==> src/rtl/mips_hazard_pkg.sv <==
// Shared types and constants for the pipeline hazard/forwarding controller.
// Forward-select encodings are consumed directly by the EX operand muxes.
package mips_hazard_pkg;

  localparam int DEF_REG_ADDR_W = 5;

  typedef logic [1:0] fwdSel_t;

  localparam fwdSel_t FWD_NONE = 2'b00;
  localparam fwdSel_t FWD_WB   = 2'b01;
  localparam fwdSel_t FWD_MEM  = 2'b10;

endpackage

==> src/rtl/hazard_unit_if.sv <==
// Level-signal bundle between the datapath and the hazard unit.
// Latency: none (pure wires); no backpressure, the datapath obeys Stall/Flush levels.
interface hazard_unit_if
  import mips_hazard_pkg::*;
#(
  parameter int REG_ADDR_W = DEF_REG_ADDR_W,
  parameter int CNT_W      = 32
);

  logic [REG_ADDR_W-1:0] RsD;
  logic [REG_ADDR_W-1:0] RtD;
  logic [REG_ADDR_W-1:0] RsE;
  logic [REG_ADDR_W-1:0] RtE;
  logic [REG_ADDR_W-1:0] WriteRegE;
  logic [REG_ADDR_W-1:0] WriteRegM;
  logic [REG_ADDR_W-1:0] WriteRegW;
  logic                  RegWriteE;
  logic                  RegWriteM;
  logic                  RegWriteW;
  logic                  MemtoRegE;
  logic                  MemtoRegM;
  logic                  BranchD;
  logic                  PCSrcD;
  logic                  JumpD;
  logic                  MdStartE;
  logic                  MdUseD;

  fwdSel_t               ForwardAE;
  fwdSel_t               ForwardBE;
  logic                  ForwardAD;
  logic                  ForwardBD;
  logic                  StallF;
  logic                  StallD;
  logic                  FlushD;
  logic                  FlushE;
  logic                  MdBusy;
  logic [CNT_W-1:0]      StallCount;

  // Datapath side: presents pipeline state, consumes control levels.
  modport master (
    output RsD, RtD, RsE, RtE, WriteRegE, WriteRegM, WriteRegW,
    output RegWriteE, RegWriteM, RegWriteW, MemtoRegE, MemtoRegM,
    output BranchD, PCSrcD, JumpD, MdStartE, MdUseD,
    input  ForwardAE, ForwardBE, ForwardAD, ForwardBD,
    input  StallF, StallD, FlushD, FlushE, MdBusy, StallCount
  );

  modport slave (
    input  RsD, RtD, RsE, RtE, WriteRegE, WriteRegM, WriteRegW,
    input  RegWriteE, RegWriteM, RegWriteW, MemtoRegE, MemtoRegM,
    input  BranchD, PCSrcD, JumpD, MdStartE, MdUseD,
    output ForwardAE, ForwardBE, ForwardAD, ForwardBD,
    output StallF, StallD, FlushD, FlushE, MdBusy, StallCount
  );

endinterface

==> src/rtl/hazard_fwd_sel.sv <==
// EX operand forward select: MEM result beats WB result, r0 never forwarded.
// Latency: combinational; no backpressure.
module hazard_fwd_sel
  import mips_hazard_pkg::*;
#(
  parameter int REG_ADDR_W = DEF_REG_ADDR_W
) (
  input  logic [REG_ADDR_W-1:0] src,
  input  logic [REG_ADDR_W-1:0] destM,
  input  logic                  weM,
  input  logic [REG_ADDR_W-1:0] destW,
  input  logic                  weW,
  output fwdSel_t               sel
);

  logic hitM;
  logic hitW;

  assign hitM = weM && (destM != '0) && (destM == src);
  assign hitW = weW && (destW != '0) && (destW == src);

  always_comb begin
    sel = FWD_NONE;
    if (hitM) begin
      sel = FWD_MEM;
    end else if (hitW) begin
      sel = FWD_WB;
    end
  end

endmodule

==> src/rtl/hazard_unit.sv <==
// Pipeline hazard controller: forwarding, load-use/branch/MULT-DIV stalls, flushes, stall counter.
// Latency: control outputs combinational; MdBusy/StallCount registered. No backpressure.
module hazard_unit
  import mips_hazard_pkg::*;
#(
  parameter int REG_ADDR_W = DEF_REG_ADDR_W,
  parameter int MD_LATENCY = 4,
  parameter int CNT_W      = 32
) (
  input  logic          clk,
  input  logic          reset,
  hazard_unit_if.slave  hz
);

  localparam int MD_CNT_W = $clog2(MD_LATENCY) + 1;
  localparam logic [MD_CNT_W-1:0] MD_RELOAD = MD_CNT_W'(MD_LATENCY - 1);

  logic [MD_CNT_W-1:0] mdCnt;
  logic [CNT_W-1:0]    stallCnt;

  logic mdBusy;
  logic hitE;
  logic hitMD;
  logic lwStall;
  logic branchStall;
  logic mdStall;
  logic stall;

  hazard_fwd_sel #(.REG_ADDR_W(REG_ADDR_W)) uFwdA (
    .src   (hz.RsE),
    .destM (hz.WriteRegM),
    .weM   (hz.RegWriteM),
    .destW (hz.WriteRegW),
    .weW   (hz.RegWriteW),
    .sel   (hz.ForwardAE)
  );

  hazard_fwd_sel #(.REG_ADDR_W(REG_ADDR_W)) uFwdB (
    .src   (hz.RtE),
    .destM (hz.WriteRegM),
    .weM   (hz.RegWriteM),
    .destW (hz.WriteRegW),
    .weW   (hz.RegWriteW),
    .sel   (hz.ForwardBE)
  );

  // Branch comparator in ID can only take ALUOutM; W values arrive via the regfile.
  assign hz.ForwardAD = hz.RegWriteM && (hz.WriteRegM != '0) && (hz.WriteRegM == hz.RsD);
  assign hz.ForwardBD = hz.RegWriteM && (hz.WriteRegM != '0) && (hz.WriteRegM == hz.RtD);

  // Decode sources that match the E / M destinations (r0 excluded).
  assign hitE  = (hz.WriteRegE != '0) &&
                 ((hz.WriteRegE == hz.RsD) || (hz.WriteRegE == hz.RtD));
  assign hitMD = (hz.WriteRegM != '0) &&
                 ((hz.WriteRegM == hz.RsD) || (hz.WriteRegM == hz.RtD));

  assign lwStall     = hz.MemtoRegE && hitE;
  assign branchStall = hz.BranchD && ((hz.RegWriteE && hitE) || (hz.MemtoRegM && hitMD));

  // A MULT/DIV issuing this cycle already blocks a dependent instruction in D.
  assign mdBusy  = (mdCnt != '0);
  assign mdStall = hz.MdUseD && (mdBusy || hz.MdStartE);

  assign stall = lwStall || branchStall || mdStall;

  assign hz.StallF = stall;
  assign hz.StallD = stall;
  assign hz.FlushE = stall;
  // A stalled branch/jump must not discard the fetched slot until it resolves.
  assign hz.FlushD = (hz.PCSrcD || hz.JumpD) && !stall;

  assign hz.MdBusy     = mdBusy;
  assign hz.StallCount = stallCnt;

  // Restart on a new issue even while still busy.
  always_ff @(posedge clk or negedge reset) begin
    if (!reset) begin
      mdCnt <= '0;
    end else if (hz.MdStartE) begin
      mdCnt <= MD_RELOAD;
    end else if (mdBusy) begin
      mdCnt <= mdCnt - MD_CNT_W'(1);
    end
  end

  always_ff @(posedge clk or negedge reset) begin
    if (!reset) begin
      stallCnt <= '0;
    end else if (stall && (stallCnt != '1)) begin
      stallCnt <= stallCnt + CNT_W'(1);
    end
  end

endmodule

==> src/flat_wrapper.sv <==
// flat-port wrapper written by rule: the top's interface ports become plain ports
module hazard_unit_flat import mips_hazard_pkg::*;
#(
  parameter int REG_ADDR_W = DEF_REG_ADDR_W,
  parameter int MD_LATENCY = 4,
  parameter int CNT_W      = 32
)
  (clk, reset, hz_RsD, hz_RtD, hz_RsE, hz_RtE, hz_WriteRegE, hz_WriteRegM, hz_WriteRegW, hz_RegWriteE, hz_RegWriteM, hz_RegWriteW, hz_MemtoRegE, hz_MemtoRegM, hz_BranchD, hz_PCSrcD, hz_JumpD, hz_MdStartE, hz_MdUseD, hz_ForwardAE, hz_ForwardBE, hz_ForwardAD, hz_ForwardBD, hz_StallF, hz_StallD, hz_FlushD, hz_FlushE, hz_MdBusy, hz_StallCount);
  hazard_unit_if #(.REG_ADDR_W(REG_ADDR_W), .CNT_W(CNT_W)) hz_i ();
  input  logic clk;
  input  logic reset;
  input wire logic [$bits(hz_i.RsD)-1:0] hz_RsD;
  input wire logic [$bits(hz_i.RtD)-1:0] hz_RtD;
  input wire logic [$bits(hz_i.RsE)-1:0] hz_RsE;
  input wire logic [$bits(hz_i.RtE)-1:0] hz_RtE;
  input wire logic [$bits(hz_i.WriteRegE)-1:0] hz_WriteRegE;
  input wire logic [$bits(hz_i.WriteRegM)-1:0] hz_WriteRegM;
  input wire logic [$bits(hz_i.WriteRegW)-1:0] hz_WriteRegW;
  input wire logic [$bits(hz_i.RegWriteE)-1:0] hz_RegWriteE;
  input wire logic [$bits(hz_i.RegWriteM)-1:0] hz_RegWriteM;
  input wire logic [$bits(hz_i.RegWriteW)-1:0] hz_RegWriteW;
  input wire logic [$bits(hz_i.MemtoRegE)-1:0] hz_MemtoRegE;
  input wire logic [$bits(hz_i.MemtoRegM)-1:0] hz_MemtoRegM;
  input wire logic [$bits(hz_i.BranchD)-1:0] hz_BranchD;
  input wire logic [$bits(hz_i.PCSrcD)-1:0] hz_PCSrcD;
  input wire logic [$bits(hz_i.JumpD)-1:0] hz_JumpD;
  input wire logic [$bits(hz_i.MdStartE)-1:0] hz_MdStartE;
  input wire logic [$bits(hz_i.MdUseD)-1:0] hz_MdUseD;
  output wire logic [$bits(hz_i.ForwardAE)-1:0] hz_ForwardAE;
  output wire logic [$bits(hz_i.ForwardBE)-1:0] hz_ForwardBE;
  output wire logic [$bits(hz_i.ForwardAD)-1:0] hz_ForwardAD;
  output wire logic [$bits(hz_i.ForwardBD)-1:0] hz_ForwardBD;
  output wire logic [$bits(hz_i.StallF)-1:0] hz_StallF;
  output wire logic [$bits(hz_i.StallD)-1:0] hz_StallD;
  output wire logic [$bits(hz_i.FlushD)-1:0] hz_FlushD;
  output wire logic [$bits(hz_i.FlushE)-1:0] hz_FlushE;
  output wire logic [$bits(hz_i.MdBusy)-1:0] hz_MdBusy;
  output wire logic [$bits(hz_i.StallCount)-1:0] hz_StallCount;
  assign hz_i.RsD = hz_RsD;
  assign hz_i.RtD = hz_RtD;
  assign hz_i.RsE = hz_RsE;
  assign hz_i.RtE = hz_RtE;
  assign hz_i.WriteRegE = hz_WriteRegE;
  assign hz_i.WriteRegM = hz_WriteRegM;
  assign hz_i.WriteRegW = hz_WriteRegW;
  assign hz_i.RegWriteE = hz_RegWriteE;
  assign hz_i.RegWriteM = hz_RegWriteM;
  assign hz_i.RegWriteW = hz_RegWriteW;
  assign hz_i.MemtoRegE = hz_MemtoRegE;
  assign hz_i.MemtoRegM = hz_MemtoRegM;
  assign hz_i.BranchD = hz_BranchD;
  assign hz_i.PCSrcD = hz_PCSrcD;
  assign hz_i.JumpD = hz_JumpD;
  assign hz_i.MdStartE = hz_MdStartE;
  assign hz_i.MdUseD = hz_MdUseD;
  assign hz_ForwardAE = hz_i.ForwardAE;
  assign hz_ForwardBE = hz_i.ForwardBE;
  assign hz_ForwardAD = hz_i.ForwardAD;
  assign hz_ForwardBD = hz_i.ForwardBD;
  assign hz_StallF = hz_i.StallF;
  assign hz_StallD = hz_i.StallD;
  assign hz_FlushD = hz_i.FlushD;
  assign hz_FlushE = hz_i.FlushE;
  assign hz_MdBusy = hz_i.MdBusy;
  assign hz_StallCount = hz_i.StallCount;
  hazard_unit #(.REG_ADDR_W(REG_ADDR_W), .MD_LATENCY(MD_LATENCY), .CNT_W(CNT_W)) u_core (.clk(clk), .reset(reset), .hz(hz_i));
endmodule
==> config.mk <==
export PLATFORM = sky130hd
export DESIGN_NAME = hazard_unit_flat
export DESIGN_NICKNAME = d
export VERILOG_FILES = /design/src/rtl/mips_hazard_pkg.sv /design/src/rtl/hazard_unit_if.sv /design/src/rtl/hazard_fwd_sel.sv /design/src/rtl/hazard_unit.sv /design/src/flat_wrapper.sv
export SDC_FILE = /design/constraint.sdc
export NUM_CORES = 1
export LEC_CHECK = 0
export ABC_AREA = 1
export BUFFER_PORTS_ARGS = -buffer_cell sky130_fd_sc_hd__buf_2
export CAP_MARGIN = 10
export CORE_MARGIN = 2
export CORE_UTILIZATION = 57
export DETAILED_ROUTE_END_ITERATION = 10
export PLACE_DENSITY = 0.87
export SYNTH_ARGS = -nofsm -noshare
export SYNTH_HDL_FRONTEND = slang
export SYNTH_SLANG_ARGS = --single-unit
==> constraint.sdc <==
create_clock -name clk -period 3.1 [get_ports clk]
set_input_delay 0.465 -clock clk [delete_from_list [all_inputs] [get_ports clk]]
set_output_delay 0.465 -clock clk [all_outputs]
set_load 0.03 [all_outputs]
---- Word level (Yosys, flattened, before mapping) ----
Cells that the tools add are included.
cells by class
  add/subtract/negate cells ............... 2
  equality and inequality tests ........... 9
  mux-type cells .......................... 6
  reduce and logical (&&, ||, !) cells .... 30
operator list
  cell                     number
  $eq A5 B5 Y1             8
  $add A32 B1 Y32 const B  1
  $ne A32 B32 Y1 const B   1
  $logic_and A1 B1 Y1      17
  $reduce_bool A5 Y1       3
  $logic_or A1 B1 Y1       7
  $mux W3                  2
  $mux W2                  2
  $reduce_bool A3 Y1       1
  $sub A3 B1 Y3 const B    1
  $mux W1                  2
  $reduce_bool A2 Y1       1
  $logic_not A1 Y1         1
word-level totals
  register bits ........................... 35
  input bits .............................. 47
  output and inout bits ................... 43
  logic and storage cells ................. 49

---- Logic depth before layout (Yosys ltp) ----
Gate-level depths: netlist of run 1.
  depth in word-level cells ............... 10
  mapped depth ............................ 13
  mapped depth without buffers ............ 11

---- By module ----
Synthesis of run 1 repeated with hierarchy kept, for this count alone.
second synthesis, totals
  cells, all modules ...................... 541
  area total of the unflattened synthesis .. 3354.5 um^2
modules (own cells, without submodules)
  module          times used  cells each  area an instance (um^2)  sequential area each (um^2)
  hazard_unit     1           439         2911.5                   875.8
  hazard_fwd_sel  2           51          221.5                    0.0

---- Worst setup path after synthesis of run 1 ----
OpenSTA, ideal clock, no wires.
  path kind ............................... flip-flop to output port
  start point ............................. reg u_core.mdCnt[0]
  end point ............................... out hz_FlushD
  arrival ................................. 2.045 ns
  data required time ...................... 2.635 ns
  slack ................................... 0.590 ns
  stages on the path, launching flop included .. 9
  buffers on the path ..................... 1
  path through ............................ dfrtp_1 -> inv_1 -> ha_1 -> ha_1 -> inv_1 -> o21ai_0 -> nand3_4 -> buf_2 -> nor2_1
on the way
  longest elaborated chain between the ends .. 6
ends and longest elaborated chain
  element                 RTL line            RTL
  from (decl)             hazard_unit.sv:18   logic [MD_CNT_W-1:0] mdCnt;
  from (signal assigned)  hazard_unit.sv:82   mdCnt <= mdCnt - MD_CNT_W'(1);
  $reduce_bool A3 Y1      hazard_unit.sv:61   assign mdBusy = (mdCnt != '0);
  via hz_MdBusy           flat_wrapper.sv:37  output wire logic [$bits(hz_i.MdBusy)-1:0] hz_MdBusy;
  $logic_or A1 B1 Y1      hazard_unit.sv:62   assign mdStall = hz.MdUseD && (mdBusy || hz.MdStartE);
  $logic_and A1 B1 Y1     hazard_unit.sv:62
  $logic_or A1 B1 Y1      hazard_unit.sv:64   assign stall = lwStall || branchStall || mdStall;
  via hz_FlushE           flat_wrapper.sv:36  output wire logic [$bits(hz_i.FlushE)-1:0] hz_FlushE;
  $logic_not A1 Y1        hazard_unit.sv:70   assign hz.FlushD = (hz.PCSrcD || hz.JumpD) && !stall;
  $logic_and A1 B1 Y1     hazard_unit.sv:70
  to (decl)               flat_wrapper.sv:35  output wire logic [$bits(hz_i.FlushD)-1:0] hz_FlushD;
The timed path passes the listed nets, and every way through them passes these cells.

---- Worst setup path in the final report of run 1 ----
  start point ............................. reg u_core.mdCnt[0]
  end point ............................... out hz_FlushD
on the way
  longest elaborated chain between the ends .. 6
ends and longest elaborated chain
  element              RTL line
  $reduce_bool A3 Y1   hazard_unit.sv:61
  $logic_or A1 B1 Y1   hazard_unit.sv:62
  $logic_and A1 B1 Y1  hazard_unit.sv:62
  $logic_or A1 B1 Y1   hazard_unit.sv:64
  $logic_not A1 Y1     hazard_unit.sv:70
  $logic_and A1 B1 Y1  hazard_unit.sv:70
No other way between the ends.

==> reports/results.txt, run 1 <==
Status: finished clean
RSZ-0062 raised after global routing: no
Post-Synth XOR/XNOR Area: 0.1354
Setup violators final: 0
Comb pwr share: 0.292
Vias in the first global route: 3105
Net Count, Synth: 518
Switch Pwr: 0.4675 mW
Seq pwr share: 0.422
Netlist Area Pre-Place: 0.003039 sq mm
Clock Tree Buf Depth: 2
Tcrit/Tclk final: 0.8562
DR WL/cell: 12.71 microns
Sink Count: 35
Worst slew margin: 0.4741
Pwr Density: 365.4 mW/mm^2
Setup_tns: 0 ns
Main combinational cell family by area after synthesis: simple AND/OR/NAND/NOR gates
First-pass GRT wire length: 13.33 mm
Core Rows: 26
Avg Synthesized Cell Area: 6.494 sq um
Fill cells: 468
Area grow syn2layout: 16.76%
Via count: 3235
Final HPWL DP: 5.941 mm
Die area: 0.005932 sq mm
Yosys reg bits: 35
Post-Syn Instances: 468
Critical Path RT: 2.63 ns
Post-synthesis sequential area ratio: 0.2882
Clk_lat worst skew: 0.30 ns
TritonRoute pass-1 iters: 4
Kind of start point of the critical path: register
Clock slew at reported path FFs: 0.07 ns
Initial antenna violation count: 0
Initial DRC count: 133
Post-cts resize count: 0
YS warnings: 0
Area leader, netlist: dfrtp_1
Yosys cell types: 31
Grt total ovfl: 0
Endpoints failing hold: 0
Worst-Margin Slew: 0.7888 ns
Setup CP Type: reg2out
Top Usage Layer GRT: met2
Root Buffer: clkbuf_8
Diode count: 0
Post-synthesis compound-gate area fraction: 0.01647
Fin util: 0.6904
CORE AREA: 0.005140 sq mm
Crit end category: primary output
Routed Antenna Nets: 0
Yosys top cell area share: 0.2882
GRT Util Overall: 0.2745
I/O pin count: 90
H-tree depth: 2
Clock skew: 0.003565 ns
Share of layout cells above drive strength 1: 0.2040
Die height: 77.02 microns
Cell Int Power: 0.8289 mW
Nets: 598
Routability-driven placement congestion ratio: 0.9064
Setup Fix Bufs, Post-CTS: 0
I/O Buffers: 89
Crit-path max FO: 24
Die X: 77.02 microns
Min Tclk post-route: 2.654 ns
Mux contribution to synthesized area: 0
Grt met1 use: 0.3198
Largest net degree at the start of global routing: 36
Hold-fix buffers, CTS: 0
Clock share of power: 0.286
Met2 Track Usage GR: 0.5088
Synth Area in Simple Gates: 0.4438
VDD IR max: 336.3 uV
Max-cap viol count: 0
Initial core utilization: 0.5913
CTS Buf Count: 5
Switching Fraction: 0.3606
CTS tree: built
Post-Synth Adder-Cell Area: 0.01235
Hold Path Class: in2async
Fin. max-slew vios: 0
Fmax: 376.7 MHz
DRC violations left: 0
P_leak: 2.000 nW
Met3 usage: 0.04000
Synth area leaders: dfrtp_1 (29%), nand2_1 (21%), nand3_1 (8.2%)
Routed WL: 7.869 mm
Via density: 5.226
Worst EP arrival: 2.19 ns
==> worst max-delay path, stage by stage (launching register included) <==
cell,delay [ns]
dfrtp_1,0.40
inv_1,0.07
ha_1,0.14
ha_1,0.22
inv_1,0.10
o21ai_0,0.31
nand3_4,0.29
nor2_1,0.16
buf_2,0.21
==> layer usage <==
layer  part of all wire  vias to the layer above
met2               0.52                      128
li1                   -                     1610
met4              0.019                        0
met5                  0                        -
met3              0.069                       12
met1               0.40                     1485
==> registers in the layout, summed over array words and instances, names as in the netlist <==
register / flops
u_core.mdCnt: 3
u_core.hz.StallCount: 32
==> path summary, 6_finish.rpt <==
kind	from	end	slack, ns	cells after the start
max in group asynchronous	reset	u_core.hz.StallCount[26]	2.35	1
max	u_core.mdCnt[0]	hz_FlushD	0.45	8
min in group clk	hz_MdStartE	u_core.mdCnt[2]	0.38	2
min reg2reg	u_core.mdCnt[1]	u_core.mdCnt[1]	0.52	2
max reg2reg	u_core.hz.StallCount[0]	u_core.hz.StallCount[31]	0.87	7
min	reset	u_core.hz.StallCount[5]	0.25	1
==> cell families (layout without fill, tap and decap cells) <==
group	after synthesis	after routing
simple gates	308	308
buf+inv	66	147
xor+xnor	47	47
flops	35	35
compound gates	9	9
fa+ha+maj	3	3
==> cell type report <==
cell class	instances	area (sq um)	area share
clock buffer	8	100.1	0.02821
tap	70	87.58	0.02468
multi-input combinational	367	1848	0.5208
inverter	49	183.9	0.05183
sequential	35	875.8	0.2468
timing repair buffer	90	452.9	0.1276
==> power groups by stage <==
stage / Sequential, mW / Clock, mW / Combinational, mW
floorplan: 0.602 / 0 / 0.210
global placement: 0.549 / 0 / 0.367
detailed placement: 0.552 / 0 / 0.378
CTS: 0.545 / 0.372 / 0.381
global route: 0.552 / 0.394 / 0.421
finish: 0.547 / 0.370 / 0.379
==> synthesized netlist by cell type (all sizes together) <==
cell	number
nor2	56
a21oi	3
nor3	10
nor3b	1
nor4	2
nand4	10
a211oi	1
buf	16
nand3b	3
xor2	22
clkbuf	1
nand3	52
ha	3
o21ai	4
dfrtp	35
xnor2	25
o21bai	1
nand2	174
inv	49
==> per-stage QoR <==
step / power (mW) / cells / worst slack [ns] / cell area, sq um / hold WS (ns)
2_1_floorplan: 0.8123 / 468 / 0.5903 / 3039 / 0.1694
4_1_cts: 1.298 / 619 / 0.4370 / 3548 / 0.2733
5_1_grt: 1.368 / 619 / 0.3081 / 3548 / 0.3188
6_report: 1.296 / 619 / 0.4457 / 3548 / 0.2476
3_3_place_gp: 0.9167 / 611 / 0.8632 / 3448 / 0.4687
3_5_place_dp: 0.9306 / 611 / 0.7614 / 3448 / 0.5093
==> cell usage in the layout, fill, tap and decap left out, drive strengths merged <==
cell / n
clkbuf: 8
buf: 90
xnor2: 25
nand4: 10
a21oi: 3
nor4: 2
nor3: 10
dfrtp: 35
nor3b: 1
nand2: 174
a211oi: 1
nand3: 52
ha: 3
nand3b: 3
inv: 49
o21ai: 4
xor2: 22
o21bai: 1
nor2: 56
Note: power is estimated with default switching activity, not from simulation.
==> inputs of run 2 (changes only) <==
Settings changed: ABC_AREA 1 to 0, CORE_UTILIZATION 57 to 53, PLACE_DENSITY 0.87 to 0.86.
==> reports/results.txt, run 2 <==
Worst EP arrival: 2.32 ns (+0.13 ns)
Initial DRC count: 117 (-12%)
Number of synthesized flops with an enable pin: 0 (unchanged)
Vias in the first global route: 2007 (-35%)
Core Rows: 24 (-7.7%)
Netlist Area Pre-Place: 0.002337 sq mm (-23%)
Yosys top cell area share: 0.3747 (+0.08655)
Root Buffer: clkbuf_8
Setup Fix Bufs, Post-CTS: 0 (unchanged)
Mux contribution to synthesized area: 0.004818 (+0.004818)
I/O Buffers: 89 (unchanged)
Post-Synth Adder-Cell Area: 0.01606 (+0.003709)
Routed WL: 5.211 mm (-34%)
Status: finished clean
Clk_lat worst skew: 0.28 ns (-0.02 ns)
Worst Hold Margin: 0.2479 ns (+0.0002690 ns)
Pwr Density: 466.0 mW/mm^2 (+28%)
GRT Util Overall: 0.2231 (-0.05144)
Seq pwr share: 0.435 (+0.013)
Via count: 2098 (-35%)
VDD IR max: 268.0 uV (-20%)
Top-count cell post-synth: xor2_1
Hold Path Class: in2async
Routability-driven placement congestion ratio: 0.8678 (-4.3%)
Initial core utilization: 0.5443 (-0.04700)
Yosys reg bits: 35 (unchanged)
Sink Count: 35 (unchanged)
Yosys cell types: 37 (+19%)
Worst setup endpoint: hz_FlushD
Main combinational cell family by area after synthesis: XOR/XNOR gates
Most frequent cells in the layout: buf_2 (89), xor2_1 (48), dfrtp_1 (35)
Min Tclk post-route: 2.788 ns (+0.1342 ns)
Die X: 70.41 microns (-8.6%)
Post-Syn Instances: 244 (-48%)
Via density: 5.492 (+5.1%)
Post-cts resize count: 0 (unchanged)
Setup CP Type: reg2out
Clock share of power: 0.248 (-0.038)
Endpoints failing hold: 0 (unchanged)
Die area: 0.004957 sq mm (-16%)
I/O pin count: 90 (unchanged)
Area grow syn2layout: 22.97%
H-tree depth: 2 (unchanged)
Cell count of the worst reg-to-reg path: 9 (+2)
P_leak: 1.517 nW (-24%)
Post-synthesis sequential area ratio: 0.3747 (+0.08655)
CTS tree: built
Area leader, netlist: dfrtp_1
Grt total ovfl: 0 (unchanged)
Crit-path max FO: 6 (-75%)
Synth cell count leaders: xor2_1 (48), dfrtp_1 (35), nor2_1 (26), xnor2_1 (23), nand3_1 (19)
Worst slew margin: 0.4943 (+0.02017)
Max reg flops: 32 (unchanged)
Flop-to-flop setup slack: 0.72 ns (-0.15 ns)
TritonRoute pass-1 iters: 4 (unchanged)
Final HPWL DP: 4.219 mm (-29%)
Routed Antenna Nets: 0 (unchanged)
Largest net degree at the start of global routing: 36 (unchanged)
Fmax: 358.6 MHz (-4.8%)
Critical R2R Capture: u_core.hz.StallCount[9]
YS warnings: 0 (unchanged)
Comb pwr share: 0.318 (+0.026)
Share of layout cells above drive strength 1: 0.3394 (+0.1354)
Kind of start point of the critical path: register
Net Count, Synth: 294 (-43%)
Diode count: 0 (unchanged)
Die height: 70.41 microns (-8.6%)
Post-synth ARST share: 1.000 (unchanged)
CTS Buf Count: 5 (unchanged)
Fin util: 0.6693 (-0.02107)
Setup_tns: 0 ns (unchanged)
Commonest non-fill, non-tap cell in the layout: buf_2
Clock slew at reported path FFs: 0.07 ns (about the same)
Cell Int Power: 0.8419 mW (+1.6%)
Clock skew: 0.005547 ns (+0.001982 ns)
CORE AREA: 0.004294 sq mm (-16%)
Setup violators final: 0 (unchanged)
Switch Pwr: 0.4975 mW (+6.4%)
Synth area leaders: dfrtp_1 (37%), xor2_1 (18%), xnor2_1 (8.6%)
Tcrit/Tclk final: 0.8995 (+0.04329)
DR WL/cell: 13.64 microns (+7.3%)
First-pass GRT wire length: 8.804 mm (-34%)
Fin. max-slew vios: 0 (unchanged)
Critical Path RT: 2.63 ns (about the same)
Avg Synthesized Cell Area: 9.579 sq um (+48%)
Hold-fix buffers, CTS: 0 (unchanged)
Post-Synth XOR/XNOR Area: 0.2661 (+0.1306)
Nets: 380 (-36%)
Worst-Margin Slew: 0.7586 ns (-0.03025 ns)
CP startpoint: u_core.mdCnt[0]
Worst r2r src: u_core.mdCnt[0]
Max-cap viol count: 0 (unchanged)
Crit end category: primary output
DRC violations left: 0 (unchanged)
Synth Area in Simple Gates: 0.2575 (-0.1863)
RSZ-0062 raised after global routing: no
Switching Fraction: 0.3714 (+0.01080)
Post-synthesis compound-gate area fraction: 0.03373 (+0.01726)
Clock Tree Buf Depth: 2 (unchanged)
Ys flop type: dfrtp_1
Initial antenna violation count: 0 (unchanged)
==> run 2: cell types whose count changed after synthesis, moves of 5 or more <==
cell,before,now
buf_6,5,0
inv_1,46,9
nor2_1,53,26
xor2_1,22,48
nor3_1,8,14
nand2_1,170,12
nand3_1,50,19
==> run 2: kinds of logic after synthesis <==
group | count (synthesis)
xor gates and xnor gates | 71
buffers and inverters | 21
AOI/OAI and AO/OA | 9
adders and majority gates | 3
DFF | 35
muxes | 1
and+or+nand+nor | 104
==> run 2: per-stage QoR <==
step	area, sq um	worst slack (ns)	power [mW]	instances
after floorplan	2337	0.4000	0.8781	244
after global placement	2786	0.5740	0.9966	375
after detailed placement	2786	0.5624	1.019	375
after CTS	2874	0.3035	1.352	382
after global routing	2874	0.1757	1.419	382
final	2874	0.3115	1.339	382
==> run 2: worst min path at each step <==
stage / start / endpoint / slack [ns] / cells past startpoint
5_1_grt: reset / u_core.hz.StallCount[5] / 0.31 / 1
3_5_place_dp: u_core.hz.StallCount[19] / u_core.hz.StallCount[19] / 0.49 / 1
2_1_floorplan: reset / u_core.hz.StallCount[0] / 0.17 / 0
3_3_place_gp: u_core.hz.StallCount[19] / u_core.hz.StallCount[19] / 0.47 / 1
4_1_cts: reset / u_core.hz.StallCount[15] / 0.28 / 1
6_report: reset / u_core.hz.StallCount[5] / 0.25 / 1
==> run 2: power by group through the flow <==
| stage | combinational (mW) | clock, mW | sequential, mW |
|---|---|---|---|
| 2_1_floorplan | 0.210 | 0 | 0.668 |
| 3_3_place_gp | 0.409 | 0 | 0.588 |
| 3_5_place_dp | 0.426 | 0 | 0.593 |
| 4_1_cts | 0.429 | 0.340 | 0.584 |
| 5_1_grt | 0.467 | 0.359 | 0.593 |
| 6_report | 0.425 | 0.332 | 0.582 |
==> run 2: area by class of cell <==
| cell class | count | area [sq um] |
|---|---|---|
| flip-flops and latches | 35 | 875.8 |
| clock inverters | 1 | 5.005 |
| inverters | 9 | 33.78 |
| fillers | 335 | 1420 |
| multi-input cells | 188 | 1351 |
| well taps | 52 | 65.06 |
| clock buffers | 6 | 82.58 |
| repair buffers | 91 | 460.4 |
==> run 2: layer usage <==
metal	track usage	vias up	routed length [microns]
li1	-	995	-
met1	0.2477	998	2059
met2	0.4130	92	2722
met3	0.03030	13	292
met4	0.1068	0	137
met5	0	-	0
==> run 2: worst max-delay path, cell delays in order (launching register included) <==
cell and delay (ns):
dfrtp_1 0.39, inv_1 0.07, ha_1 0.15, ha_1 0.27, inv_1 0.10, o21a_1 0.23
or3_1 0.50, nor2_1 0.13, buf_2 0.20
==> inputs of run 3 (changes only) <==
Settings changed: CORE_MARGIN 2 to 3, GPL_TIMING_DRIVEN set to 0.
==> reports/results.txt, run 3 (same netlist as run 2, synthesis figures left out) <==
Setup violators final: 0 (unchanged)
Diode count: 0 (unchanged)
CTS tree: built
Vias in the first global route: 1936 (-3.5%)
Switching Fraction: 0.3782 (+0.006818)
Worst Hold Margin: 0.2389 ns (-0.008956 ns)
Initial core utilization: 0.5680 (+0.02366)
Core Rows: 23 (-4.2%)
P_leak: 1.540 nW (+1.5%)
Post-cts resize count: 0 (unchanged)
Final HPWL DP: 4.134 mm (-2.0%)
Status: finished clean
Initial antenna violation count: 0 (unchanged)
Fmax: 354.2 MHz (-1.2%)
I/O Buffers: 84 (-5.6%)
Clock Tree Buf Depth: 2 (unchanged)
Clk_lat worst skew: 0.29 ns (about the same)
Worst EP arrival: 2.36 ns (+0.04 ns)
VDD IR max: 235.7 uV (-12%)
Routed WL: 5.138 mm (-1.4%)
Pwr Density: 457.2 mW/mm^2 (-1.9%)
TritonRoute pass-1 iters: 4 (unchanged)
Routability-driven placement congestion ratio: 0.8190 (-5.6%)
Clock skew: 0.003451 ns (-0.002096 ns)
Sink Count: 35 (unchanged)
Root Buffer: clkbuf_8
Max-cap viol count: 0 (unchanged)
First-pass GRT wire length: 8.673 mm (-1.5%)
Setup CP Type: reg2out
Area grow syn2layout: 24.25%
Via count: 2026 (-3.4%)
GRT Util Overall: 0.2055 (-0.01755)
Die height: 72.41 microns (+2.8%)
Fin area: 0.002904 sq mm (+1.0%)
Min Tclk post-route: 2.823 ns (+0.03456 ns)
Crit path cell chain: inv_1 -> ha_1 -> ha_1 -> inv_1 -> o21a_1 -> or3_1 -> buf_4 -> buf_4 -> buf_2
Clock slew at reported path FFs: 0.07 ns (about the same)
Crit end category: primary output
I/O pin count: 90 (unchanged)
Most frequent cells in the layout: buf_2 (88), xor2_1 (48), dfrtp_1 (35)
Hold-fix buffers, CTS: 0 (unchanged)
Tcrit/Tclk final: 0.9107 (+0.01115)
Max reg flops: 32 (unchanged)
Post-Layout Cell Count: 386 (+1.0%)
Setup_tns: 0 ns (unchanged)
Comb pwr share: 0.319 (about the same)
Die X: 72.41 microns (+2.8%)
Endpoints failing hold: 0 (unchanged)
Kind of start point of the critical path: register
Nets: 385 (+1.3%)
RSZ-0062 raised after global routing: no
CORE AREA: 0.004115 sq mm (-4.2%)
Setup Fix Bufs, Post-CTS: 0 (unchanged)
Max incr delay on CP: 0.39 ns (-0.11 ns)
Crit-path max FO: 12 (+6)
Dpl cells: 378 (+0.80%)
Delay-heaviest family, CP: buffers and inverters
Total power: 1.328 mW (-0.87%)
DRC violations left: 0 (unchanged)
Slowest CP cell: dfrtp_1
Die area: 0.005242 sq mm (+5.8%)
Commonest non-fill, non-tap cell in the layout: buf_2
Clock share of power: 0.240 (-0.008)
Initial DRC count: 67 (-43%)
Switch Pwr: 0.5022 mW (+0.95%)
Buf/Inv on CP: 5 (+2)
Post-place instance area: 0.002820 sq mm (+1.2%)
Worst slew margin: 0.4928 (-0.001496)
CTS Buf Count: 5 (unchanged)
Grt total ovfl: 0 (unchanged)
DR WL/cell: 13.31 microns (-2.4%)
Fill cells: 307 (-8.4%)
Largest net degree at the start of global routing: 36 (unchanged)
Cell Int Power: 0.8255 mW (-1.9%)
Hold Path Class: in2async
Routed Antenna Nets: 0 (unchanged)
H-tree depth: 2 (unchanged)
Critical Path RT: 2.63 ns (about the same)
Seq pwr share: 0.441 (+0.006)
Via density: 5.249 (-4.4%)
Worst-Margin Slew: 0.7608 ns (+0.002244 ns)
Share of layout cells above drive strength 1: 0.3482 (+0.008820)
Fin. max-slew vios: 0 (unchanged)
run 3: path summary, 6_finish.rpt:
check	startpoint	endpoint	slack (ns)	cells after the start
setup / recovery	u_core.mdCnt[0]	hz_StallF	0.28	9
min in group clk	hz_MdStartE	u_core.mdCnt[2]	0.36	2
hold reg to reg	u_core.hz.StallCount[19]	u_core.hz.StallCount[19]	0.49	1
max in group asynchronous	reset	u_core.hz.StallCount[21]	2.37	1
hold / removal	reset	u_core.hz.StallCount[3]	0.24	1
setup reg to reg	u_core.mdCnt[0]	u_core.hz.StallCount[1]	0.84	8
run 3: metal layers:
metal | routed length [microns] | vias to the layer above | global-route usage
li1 | - | 1010 | -
met1 | 2191 | 940 | 0.2450
met2 | 2539 | 71 | 0.3579
met3 | 327 | 5 | 0.03878
met4 | 79 | 0 | 0.09221
met5 | 0 | - | 0
run 3: final cells by class:
type                            instances  area, sq um  share of cell area
Sequential cell                        35        875.8              0.3016
Clock inverter                          3        15.01            0.005170
Buffer                                 12        76.32             0.02628
Inverter                                9        33.78             0.01163
Clock buffer                            5        68.82             0.02370
Timing Repair Buffer                   84        420.4              0.1448
Tap cell                               50        62.56             0.02154
Multi-Input combinational cell        188         1351              0.4653
run 3: power by group through the flow:
stage	combinational [mW]	sequential, mW	clock, mW
after floorplan	0.210	0.668	0
after global placement	0.416	0.590	0
after detailed placement	0.427	0.595	0
after CTS	0.428	0.586	0.329
after global routing	0.461	0.595	0.340
final	0.423	0.585	0.319
run 3: through the flow:
step	setup WS (ns)	utilization
after floorplan	0.4000	-
after global placement	0.5294	0.6853
after global routing	0.2070	0.7057
after detailed placement	0.4890	0.6853
final	0.2770	0.7057
after CTS	0.2655	0.7057
